==> src/rtl/timer_input_pkg.sv <==
// rtl/timer_input_pkg.sv - shared types and limits for the timer keypad entry path
package timer_input_pkg;

    typedef enum logic [1:0] {
        ST_IDLE     = 2'd0,
        ST_DEBOUNCE = 2'd1,
        ST_ACCEPT   = 2'd2,
        ST_RELEASE  = 2'd3
    } entry_state_e;

    localparam logic [3:0] BCD_MAX      = 4'd9;
    localparam logic [3:0] SEC_TENS_MAX = 4'd5;

    // A digit may be shifted in only if it is BCD and the current seconds
    // digit can legally become the tens-of-seconds digit.
    function automatic logic digit_ok(input logic [3:0] code, input logic [3:0] cur_sec_ones);
        return (code <= BCD_MAX) && (cur_sec_ones <= SEC_TENS_MAX);
    endfunction

endpackage

==> src/rtl/entry_shift_reg.sv <==
// rtl/entry_shift_reg.sv - 3-digit M:SS entry register with clear, shift, validity check and load
module entry_shift_reg
    import timer_input_pkg::*;
(
    input  logic       clk,
    input  logic       reset_n,
    input  logic       accept_en,
    input  logic [3:0] code,
    input  logic       clear,
    input  logic       load_req,
    output logic [3:0] min_ones,
    output logic [3:0] sec_tens,
    output logic [3:0] sec_ones,
    output logic       digit_strobe,
    output logic       key_reject,
    output logic       load_pulse
);

    logic [3:0] min_ones_q, min_ones_d;
    logic [3:0] sec_tens_q, sec_tens_d;
    logic [3:0] sec_ones_q, sec_ones_d;
    logic       strobe_q, strobe_d;
    logic       reject_q, reject_d;
    logic       load_pulse_q, load_pulse_d;
    logic       load_req_q, load_req_d;

    logic load_edge;
    logic shift_en;

    // A load on the same cycle as an accept wins, so the timer sees the pre-shift value.
    assign load_edge = load_req & ~load_req_q;
    assign shift_en  = accept_en & ~clear & ~load_edge;

    always_comb begin
        min_ones_d   = min_ones_q;
        sec_tens_d   = sec_tens_q;
        sec_ones_d   = sec_ones_q;
        strobe_d     = 1'b0;
        reject_d     = 1'b0;
        load_pulse_d = 1'b0;
        load_req_d   = load_req;

        if (clear) begin
            min_ones_d = 4'd0;
            sec_tens_d = 4'd0;
            sec_ones_d = 4'd0;
        end else if (load_edge) begin
            load_pulse_d = (min_ones_q != 4'd0) || (sec_tens_q != 4'd0) || (sec_ones_q != 4'd0);
        end else if (shift_en) begin
            if (digit_ok(code, sec_ones_q)) begin
                min_ones_d = sec_tens_q;
                sec_tens_d = sec_ones_q;
                sec_ones_d = code;
                strobe_d   = 1'b1;
            end else begin
                reject_d = 1'b1;
            end
        end
    end

    always_ff @(posedge clk) begin
        if (!reset_n) begin
            min_ones_q   <= 4'd0;
            sec_tens_q   <= 4'd0;
            sec_ones_q   <= 4'd0;
            strobe_q     <= 1'b0;
            reject_q     <= 1'b0;
            load_pulse_q <= 1'b0;
            load_req_q   <= 1'b0;
        end else begin
            min_ones_q   <= min_ones_d;
            sec_tens_q   <= sec_tens_d;
            sec_ones_q   <= sec_ones_d;
            strobe_q     <= strobe_d;
            reject_q     <= reject_d;
            load_pulse_q <= load_pulse_d;
            load_req_q   <= load_req_d;
        end
    end

    assign min_ones     = min_ones_q;
    assign sec_tens     = sec_tens_q;
    assign sec_ones     = sec_ones_q;
    assign digit_strobe = strobe_q;
    assign key_reject   = reject_q;
    assign load_pulse   = load_pulse_q;

endmodule

==> src/rtl/keypad_entry_controller.sv <==
// rtl/keypad_entry_controller.sv - keypad encoder sequencing, press/release debounce and time entry
module keypad_entry_controller
    import timer_input_pkg::*;
#(
    parameter int DEBOUNCE_CYCLES = 4,
    parameter int CNT_W           = 8
) (
    input  logic       clk,
    input  logic       reset_n,
    input  logic       entry_en,
    input  logic       clear,
    input  logic       load_req,
    input  logic       data_valid,
    input  logic [3:0] bcd_in,
    output logic       enable_n,
    output logic [3:0] min_ones,
    output logic [3:0] sec_tens,
    output logic [3:0] sec_ones,
    output logic       digit_strobe,
    output logic       key_reject,
    output logic       load_pulse
);

    localparam logic [CNT_W-1:0] CNT_DONE = CNT_W'(DEBOUNCE_CYCLES);
    localparam logic [CNT_W-1:0] CNT_ONE  = CNT_W'(1);

    entry_state_e     state_q, state_d;
    logic [CNT_W-1:0] cnt_q, cnt_d;
    logic [3:0]       code_q, code_d;
    logic             enable_n_q, enable_n_d;
    logic             accept_en;

    always_comb begin
        state_d    = state_q;
        cnt_d      = cnt_q;
        code_d     = code_q;
        enable_n_d = ~entry_en;

        if (!entry_en) begin
            state_d = ST_IDLE;
            cnt_d   = '0;
        end else begin
            case (state_q)
                ST_IDLE: begin
                    if (data_valid && !enable_n_q) begin
                        code_d  = bcd_in;
                        cnt_d   = CNT_ONE;
                        state_d = ST_DEBOUNCE;
                    end
                end
                ST_DEBOUNCE: begin
                    if (!data_valid || (bcd_in != code_q)) begin
                        state_d = ST_IDLE;
                        cnt_d   = '0;
                    end else if (cnt_q == CNT_DONE) begin
                        state_d = ST_ACCEPT;
                    end else begin
                        cnt_d = cnt_q + CNT_ONE;
                    end
                end
                ST_ACCEPT: begin
                    state_d = ST_RELEASE;
                    cnt_d   = '0;
                end
                ST_RELEASE: begin
                    // Only an unbroken run of released cycles returns to IDLE.
                    if (data_valid) begin
                        cnt_d = '0;
                    end else if (cnt_q == CNT_DONE) begin
                        state_d = ST_IDLE;
                        cnt_d   = '0;
                    end else begin
                        cnt_d = cnt_q + CNT_ONE;
                    end
                end
                default: begin
                    state_d = ST_IDLE;
                    cnt_d   = '0;
                end
            endcase
        end
    end

    always_ff @(posedge clk) begin
        if (!reset_n) begin
            state_q    <= ST_IDLE;
            cnt_q      <= '0;
            code_q     <= 4'd0;
            enable_n_q <= 1'b1;
        end else begin
            state_q    <= state_d;
            cnt_q      <= cnt_d;
            code_q     <= code_d;
            enable_n_q <= enable_n_d;
        end
    end

    assign accept_en = (state_q == ST_ACCEPT) && entry_en;
    assign enable_n  = enable_n_q;

    entry_shift_reg u_entry_shift_reg (
        .clk          (clk),
        .reset_n      (reset_n),
        .accept_en    (accept_en),
        .code         (code_q),
        .clear        (clear),
        .load_req     (load_req),
        .min_ones     (min_ones),
        .sec_tens     (sec_tens),
        .sec_ones     (sec_ones),
        .digit_strobe (digit_strobe),
        .key_reject   (key_reject),
        .load_pulse   (load_pulse)
    );

endmodule
==> config.mk <==
export PLATFORM = sky130hd
export DESIGN_NAME = keypad_entry_controller
export DESIGN_NICKNAME = d
export VERILOG_FILES = /design/src/rtl/timer_input_pkg.sv /design/src/rtl/entry_shift_reg.sv /design/src/rtl/keypad_entry_controller.sv
export SDC_FILE = /design/constraint.sdc
export NUM_CORES = 1
export LEC_CHECK = 0
export ABC_CLOCK_PERIOD_IN_PS = 2200
export BUFFER_PORTS_ARGS = -buffer_cell sky130_fd_sc_hd__clkbuf_2
export CORE_MARGIN = 5
export CORE_UTILIZATION = 29
export CTS_BUF_LIST = sky130_fd_sc_hd__clkbuf_8
export DETAILED_ROUTE_END_ITERATION = 7
export PLACE_DENSITY_LB_ADDON = 0.2
export SLEW_MARGIN = 20
export SYNTH_ARGS = -nofsm -noshare
export SYNTH_HDL_FRONTEND = slang
export SYNTH_SLANG_ARGS = --single-unit
==> constraint.sdc <==
create_clock -name clk -period 2.2 [get_ports clk]
set_input_delay 0.22 -clock clk [delete_from_list [all_inputs] [get_ports clk]]
set_output_delay 0.22 -clock clk [all_outputs]
set_load 0.01 [all_outputs]
==> reports/qor.txt, run 1 <==
Final Max Slew Viols - 0
Peak VDD IR - 0.4104 mV
Antenna violations before repair - 0
Post-Route WL - 3127 um
Global-route wire length before repair - 5099 um
Fin Setup TNS - 0 ns
Post-synthesis instance area - 0.001368 mm^2
Grt total ovfl - 0
Row Count - 25
Net count, final - 197
Internal power - 0.9534 mW
Dpl hpwl - 2309 um
Crit path launch - cnt_q[0]$_SDFFE_PN0P_
CTS resizes - 0
Synthesized area per cell - 8.823 um^2
R2R depth - 7
Post-DRT Antenna Nets - 0
Ranking of synthesized cells by area - dfxtp_1 45%, nand2_1 8.5%, a21oi_1 7.0%
Full die area - 0.006189 mm^2
Worst slack at placement - 0.4524 ns
Multi-input gate area - 719.4 um^2
Worst Hold Class - in2reg
CP endpoint kind - flip-flop
Cell count after synthesis - 155
Overall Power - 1.203 mW
Fin crit period - 1.740 ns
Root Buffer - clkbuf_8
Final Hold Violating Endpoints - 0
Leakage power - 0.6330 nW
Num Clock Sinks - 31
Max_slew headroom - 0.5840
DR pass1 iterations - 5
WS Path Type - reg2reg
Critical path data arrival time - 1.89 ns
Hold Startpoint - load_req
Initial Utilization - 0.2934
Vias - 1177
NetSw - 0.2501 mW
Layout Skew - 0.005335 ns
Status - completed
Top cell type's share of synthesized area - 0.4538
Setup bufs post-CTS - 0
CTS clk-pin slew, worst paths - 0.07 ns
Fmax - 0.5748 GHz
CTS Buffer Depth - 2
TritonCTS clock tree - yes
I/O Buffers - 25
R2R Path Start - cnt_q[0]$_SDFFE_PN0P_
Post-synthesis register bit count - 31
Req. time, crit path - 2.35 ns
Wire length per cell after detailed routing - 13.03 um
Fin util - 0.3589
Final worst path period share - 0.7908
Core area - 0.004661 mm^2
GRT Util Overall - 0.1043
Layout cells sized above 1 - 0.2204
Number of buffers created by CTS - 5
# H-tree levels - 2
I/O pin total - 26
ANT cells - 0
RSZ-0062 raised after global routing - no
Tightest Pin Transition - 0.6193 ns
Via/cell ratio - 4.904
Latest clock arrival within the worst-skew pair - 0.28 ns
Final worst slack - 0.4603 ns
WHS - 0.1668 ns
Register area share after synthesis - 0.4538
Cell taking the most area after synthesis - dfxtp_1
Vias in the first global route - 1073
Fillers - 484
Final GP Congestion - 0.7714
Register area - 620.6 um^2
Die width - 78.67 um
Predominant post-synthesis flop cell - dfxtp_1
Pin count of the biggest net entering global routing - 14
Yosys warning count - 0
Die height - 78.67 um
Net Sw Frac - 0.2078
PwrDens - 719.4 mW/mm^2
Worst-path fanout max - 7
DR iter-0 viols - 119
WHS Path Cells - 2
Syn_nets - 167
Number of synthesized flops with an enable pin - 0
Combinational share of power - 0.043
Ys async rst share - 0
Cts-stage hold buffer count - 0
Seq pwr share - 0.473
Final setup violation count - 0
Startpoint types - flip-flop
Number of max-cap violations - 0
Drc violations - 0
Clock Power Share - 0.484
P&R area growth vs syn - 22.32%
Post-synth cell types - 36
-- cell families (layout without fill, tap and decap cells) --
group / after synthesis / in the layout / share of synthesized area
simple gates: 72 / 72 / 0.2791
compound gates: 32 / 32 / 0.1537
flops: 31 / 31 / 0.4538
buf+inv: 7 / 38 / 0.02012
xor+xnor: 6 / 6 / 0.03843
mux: 5 / 5 / 0.03660
fa+ha+maj: 2 / 2 / 0.01830
-- registers in the layout (all words and copies together), names as in the netlist, named ones only --
name / flops
code_q: 4
u_entry_shift_reg.sec_tens: 4
cnt_q: 8
u_entry_shift_reg.load_pulse: 1
state_q: 1
u_entry_shift_reg.sec_ones: 4
u_entry_shift_reg.digit_strobe: 1
u_entry_shift_reg.load_req_q: 1
u_entry_shift_reg.min_ones: 4
u_entry_shift_reg.key_reject: 1
enable_n: 1
-- power by group through the flow --
stage	logic, mW	clock network, mW	registers, mW
3_3_place_gp	0.0505	0	0.582
2_1_floorplan	0.0309	0	0.582
4_1_cts	0.0519	0.596	0.569
3_5_place_dp	0.0517	0	0.582
6_report	0.0518	0.582	0.570
5_1_grt	0.0572	0.621	0.570
-- routing by layer --
layer  global-route usage  up-vias  part of all wire
met4              0.05245        0             0.015
met3              0.02752        5             0.039
li1                     -      598                 -
met1               0.1412      550              0.50
met2               0.1511       24              0.45
met5                    0        -                 0
-- area by class of cell --
class | instances | share of cell area
Clock buffer | 6 | 0.04936
Clock inverter | 2 | 0.02094
Inverter | 4 | 0.008975
Multi-Input combinational cell | 117 | 0.4301
Timing Repair Buffer | 26 | 0.07928
Sequential cell | 31 | 0.3710
Tap cell | 54 | 0.04039
-- cells in the mapped netlist, drive strengths merged, types with 2 or more instances --
library cell,count
a211oi,2
a21oi,19
a311oi,2
clkbuf,2
dfxtp,31
ha,2
inv,4
mux2i,5
nand2,31
nand2b,4
nand3,6
nand4,3
nor2,10
nor2b,5
nor3,2
nor4,3
o21ai,4
or3,2
xnor2,5
-- through the flow --
stage	area, um^2	std cells
finish	1673	240
CTS	1673	240
floorplan	1368	155
global route	1673	240
global placement	1555	232
detailed placement	1555	232
-- cells in the final DEF, fill, tap and decap left out, types with 2 or more instances in the layout --
master and instances:
mux2i_1 5, nor3_1 2, xnor2_1 5, ha_1 2
nand2_1 31, nand4_1 2, nand2b_1 4, nor2_1 10
clkbuf_8 6, nand3_1 5, a311oi_1 2, or3_1 2
inv_1 4, clkbuf_2 25, a21oi_1 19, dfxtp_1 31
nor4_1 3, nor2b_1 5, o21ai_0 3
-- worst max-delay path: stages, from the launching register on --
cell and delay (ns):
dfxtp_1 0.34, inv_1 0.08, ha_1 0.14, nor4b_4 0.23
nand3_4 0.16, o2bb2ai_2 0.19, o21bai_1 0.38, nor2_1 0.09
-- final timing paths --
check / slack (ns) / to
setup reg to reg: 0.46 / cnt_q[7]$_SDFFE_PN0P_
hold / removal: 0.17 / u_entry_shift_reg.load_req_q$_SDFF_PN0_
setup / recovery: 0.46 / cnt_q[7]$_SDFFE_PN0P_
hold reg to reg: 0.47 / u_entry_shift_reg.min_ones[3]$_SDFFE_PP0P_
Note: power is estimated with default switching activity, not from simulation.
==> run 2: changes to the inputs <==
ABC_CLOCK_PERIOD_IN_PS = 1700   (was 2200)
clock period = 1.7 ns   (was 2.2 ns; I/O delays follow)
==> run 2 against run 1 <==
Net effect: cell area rose by 6.7%; register-to-register slack worse by 0.35 ns; clock skew is 0.0030 ns higher; wire length increased by 4.6%; largest power group unchanged; via count up 3.5%; critical path type unchanged; global-route usage grew 0.31 points; setup slack got worse by 0.35 ns; total power is 31% higher; utilization is 2.4 points higher.
==> reports/qor.txt, run 2 (synthesis gave the netlist of run 1 again) <==
Final standard cell area without fillers - 0.001784 mm^2
CTS Buffer Depth - 2
# H-tree levels - 2
Dpl hpwl - 2434 um
Net Sw Frac - 0.2149
Latest clock arrival within the worst-skew pair - 0.29 ns
GRT Util Overall - 0.1074
Layout cells sized above 1 - 0.2995
Die height - 78.67 um
Full die area - 0.006189 mm^2
Row Count - 25
Post-DRT Antenna Nets - 0
Global-route wire length before repair - 5154 um
CTS clk-pin slew, worst paths - 0.07 ns
Pin count of the biggest net entering global routing - 14
Final Max Slew Viols - 0
ANT cells - 0
DR iter-0 viols - 65
I/O pin total - 26
Final GP Congestion - 0.7951
Fmax - 0.6290 GHz
Max_slew headroom - 0.6760
Tightest Pin Transition - 0.4860 ns
Clock Power Share - 0.485
Fin Setup TNS - 0 ns
Initial Utilization - 0.2934
Net count, final - 208
Die width - 78.67 um
Max reg flops - 8
Grt total ovfl - 0
Combinational share of power - 0.049
Core area - 0.004661 mm^2
Number of max-cap violations - 0
WS Path Type - reg2reg
Critical path data arrival time - 1.80 ns
Vias in the first global route - 1114
Antenna violations before repair - 0
Internal power - 1.241 mW
Status - completed
Largest register by flop count - cnt_q
DR pass1 iterations - 4
Root Buffer - clkbuf_8
I/O Buffers - 25
CP endpoint kind - flip-flop
Final setup violation count - 0
NetSw - 0.3397 mW
Vias - 1218
RSZ-0062 raised after global routing - no
Drc violations - 0
Num Clock Sinks - 31
Commonest non-fill, non-tap cell in the layout - nand2_1
Post-Route WL - 3271 um
Wire length per cell after detailed routing - 13.03 um
Final worst path period share - 0.9351
Layout Skew - 0.008330 ns
P&R area growth vs syn - 30.47%
Startpoint types - flip-flop
Most frequent cells in the layout - 31 x nand2_1, 29 x dfxtp_1, 25 x clkbuf_2, 18 x a21oi_1, 12 x buf_4
Cts-stage hold buffer count - 0
Worst-path fanout max - 6
Leakage power - 0.6913 nW
Post-DP Area - 0.001623 mm^2
PwrDens - 886.1 mW/mm^2
TritonCTS clock tree - yes
Worst Hold Class - in2reg
Req. time, crit path - 1.91 ns
Seq pwr share - 0.466
Fin crit period - 1.590 ns
Number of buffers created by CTS - 5
Via/cell ratio - 4.853
Peak VDD IR - 0.6141 mV
Final Hold Violating Endpoints - 0
-- run 2: cell types whose count changed in the layout (fill, tap and decap cells not counted) --
cell       change
a21oi_1        -1
nand3_2        +1
or3_1          -1
inv_1          -2
o2bb2ai_2      -1
o2bb2ai_4      +1
buf_4         +11
or3_4          +1
dfxtp_2        +2
a21oi_2        +1
dfxtp_1        -2
inv_2          +2
nand3_1        -1
-- run 2: worst paths after layout --
kind | start | endpoint | slack (ns) | cells past startpoint
min reg2reg | u_entry_shift_reg.min_ones[3]$_SDFFE_PP0P_ | u_entry_shift_reg.min_ones[3]$_SDFFE_PP0P_ | 0.48 | 2
max reg2reg | cnt_q[0]$_SDFFE_PN0P_ | cnt_q[6]$_SDFFE_PN0P_ | 0.11 | 7
max | cnt_q[0]$_SDFFE_PN0P_ | cnt_q[6]$_SDFFE_PN0P_ | 0.11 | 7
min | load_req | u_entry_shift_reg.load_req_q$_SDFF_PN0_ | 0.1 | 2
-- run 2: power by group through the flow --
stage	Sequential (mW)	Clock, mW	Combinational (mW)
after global placement	0.752	0	0.0753
after global routing	0.737	0.809	0.0862
after detailed placement	0.753	0	0.0765
after floorplan	0.753	0	0.0400
final	0.736	0.767	0.0779
after CTS	0.736	0.782	0.0768
-- run 2: area by class of cell --
| class | count | area, um^2 |
|---|---|---|
| clock buffer | 6 | 82.58 |
| clock inverter | 2 | 35.03 |
| fill | 463 | 2877 |
| inverter | 4 | 15.01 |
| multi-input combinational | 117 | 745.7 |
| sequential | 31 | 623.1 |
| tap | 54 | 67.56 |
| timing repair buffer | 37 | 215.2 |
-- run 2: worst max-delay path, cell delays in order, from the launching register on --
cell and delay [ns]:
dfxtp_2 0.36, inv_2 0.05, ha_1 0.19, nor4b_4 0.13, nand3_4 0.14, o2bb2ai_4 0.16, or3b_1 0.36, a21oi_1 0.14
-- run 2: metrics by stage --
stage | hold slack [ns] | power (mW) | util | worst slack (ns) | cells
after floorplan | 0.2917 | 0.7929 | - | 0.1320 | 155
after CTS | 0.09744 | 1.595 | 0.3750 | 0.006440 | 250
after global routing | 0.1120 | 1.632 | 0.3828 | 0.001844 | 251
after global placement | 0.3987 | 0.8277 | 0.3482 | 0.08184 | 241
after detailed placement | 0.3958 | 0.8293 | 0.3482 | 0.006529 | 241
final | 0.09978 | 1.581 | 0.3828 | 0.1103 | 251
-- run 2: per-layer routing --
| layer | vias to the layer above | wire length, um | global-route usage |
|---|---|---|---|
| met5 | - | 0 | 0 |
| met4 | 0 | 48 | 0.04196 |
| met3 | 5 | 193 | 0.04817 |
| met2 | 29 | 1461 | 0.1647 |
| met1 | 559 | 1567 | 0.1308 |
| li1 | 625 | - | - |
-- run 2: timing repair --
item / in CTS / in global routing
gates resized for setup: 0 / 8
endpoints found under the setup margin: 1 / 17
pin swaps: 1 / 3
buffers inserted: 1 / 1
endpoints found under the hold margin: 0 / 0
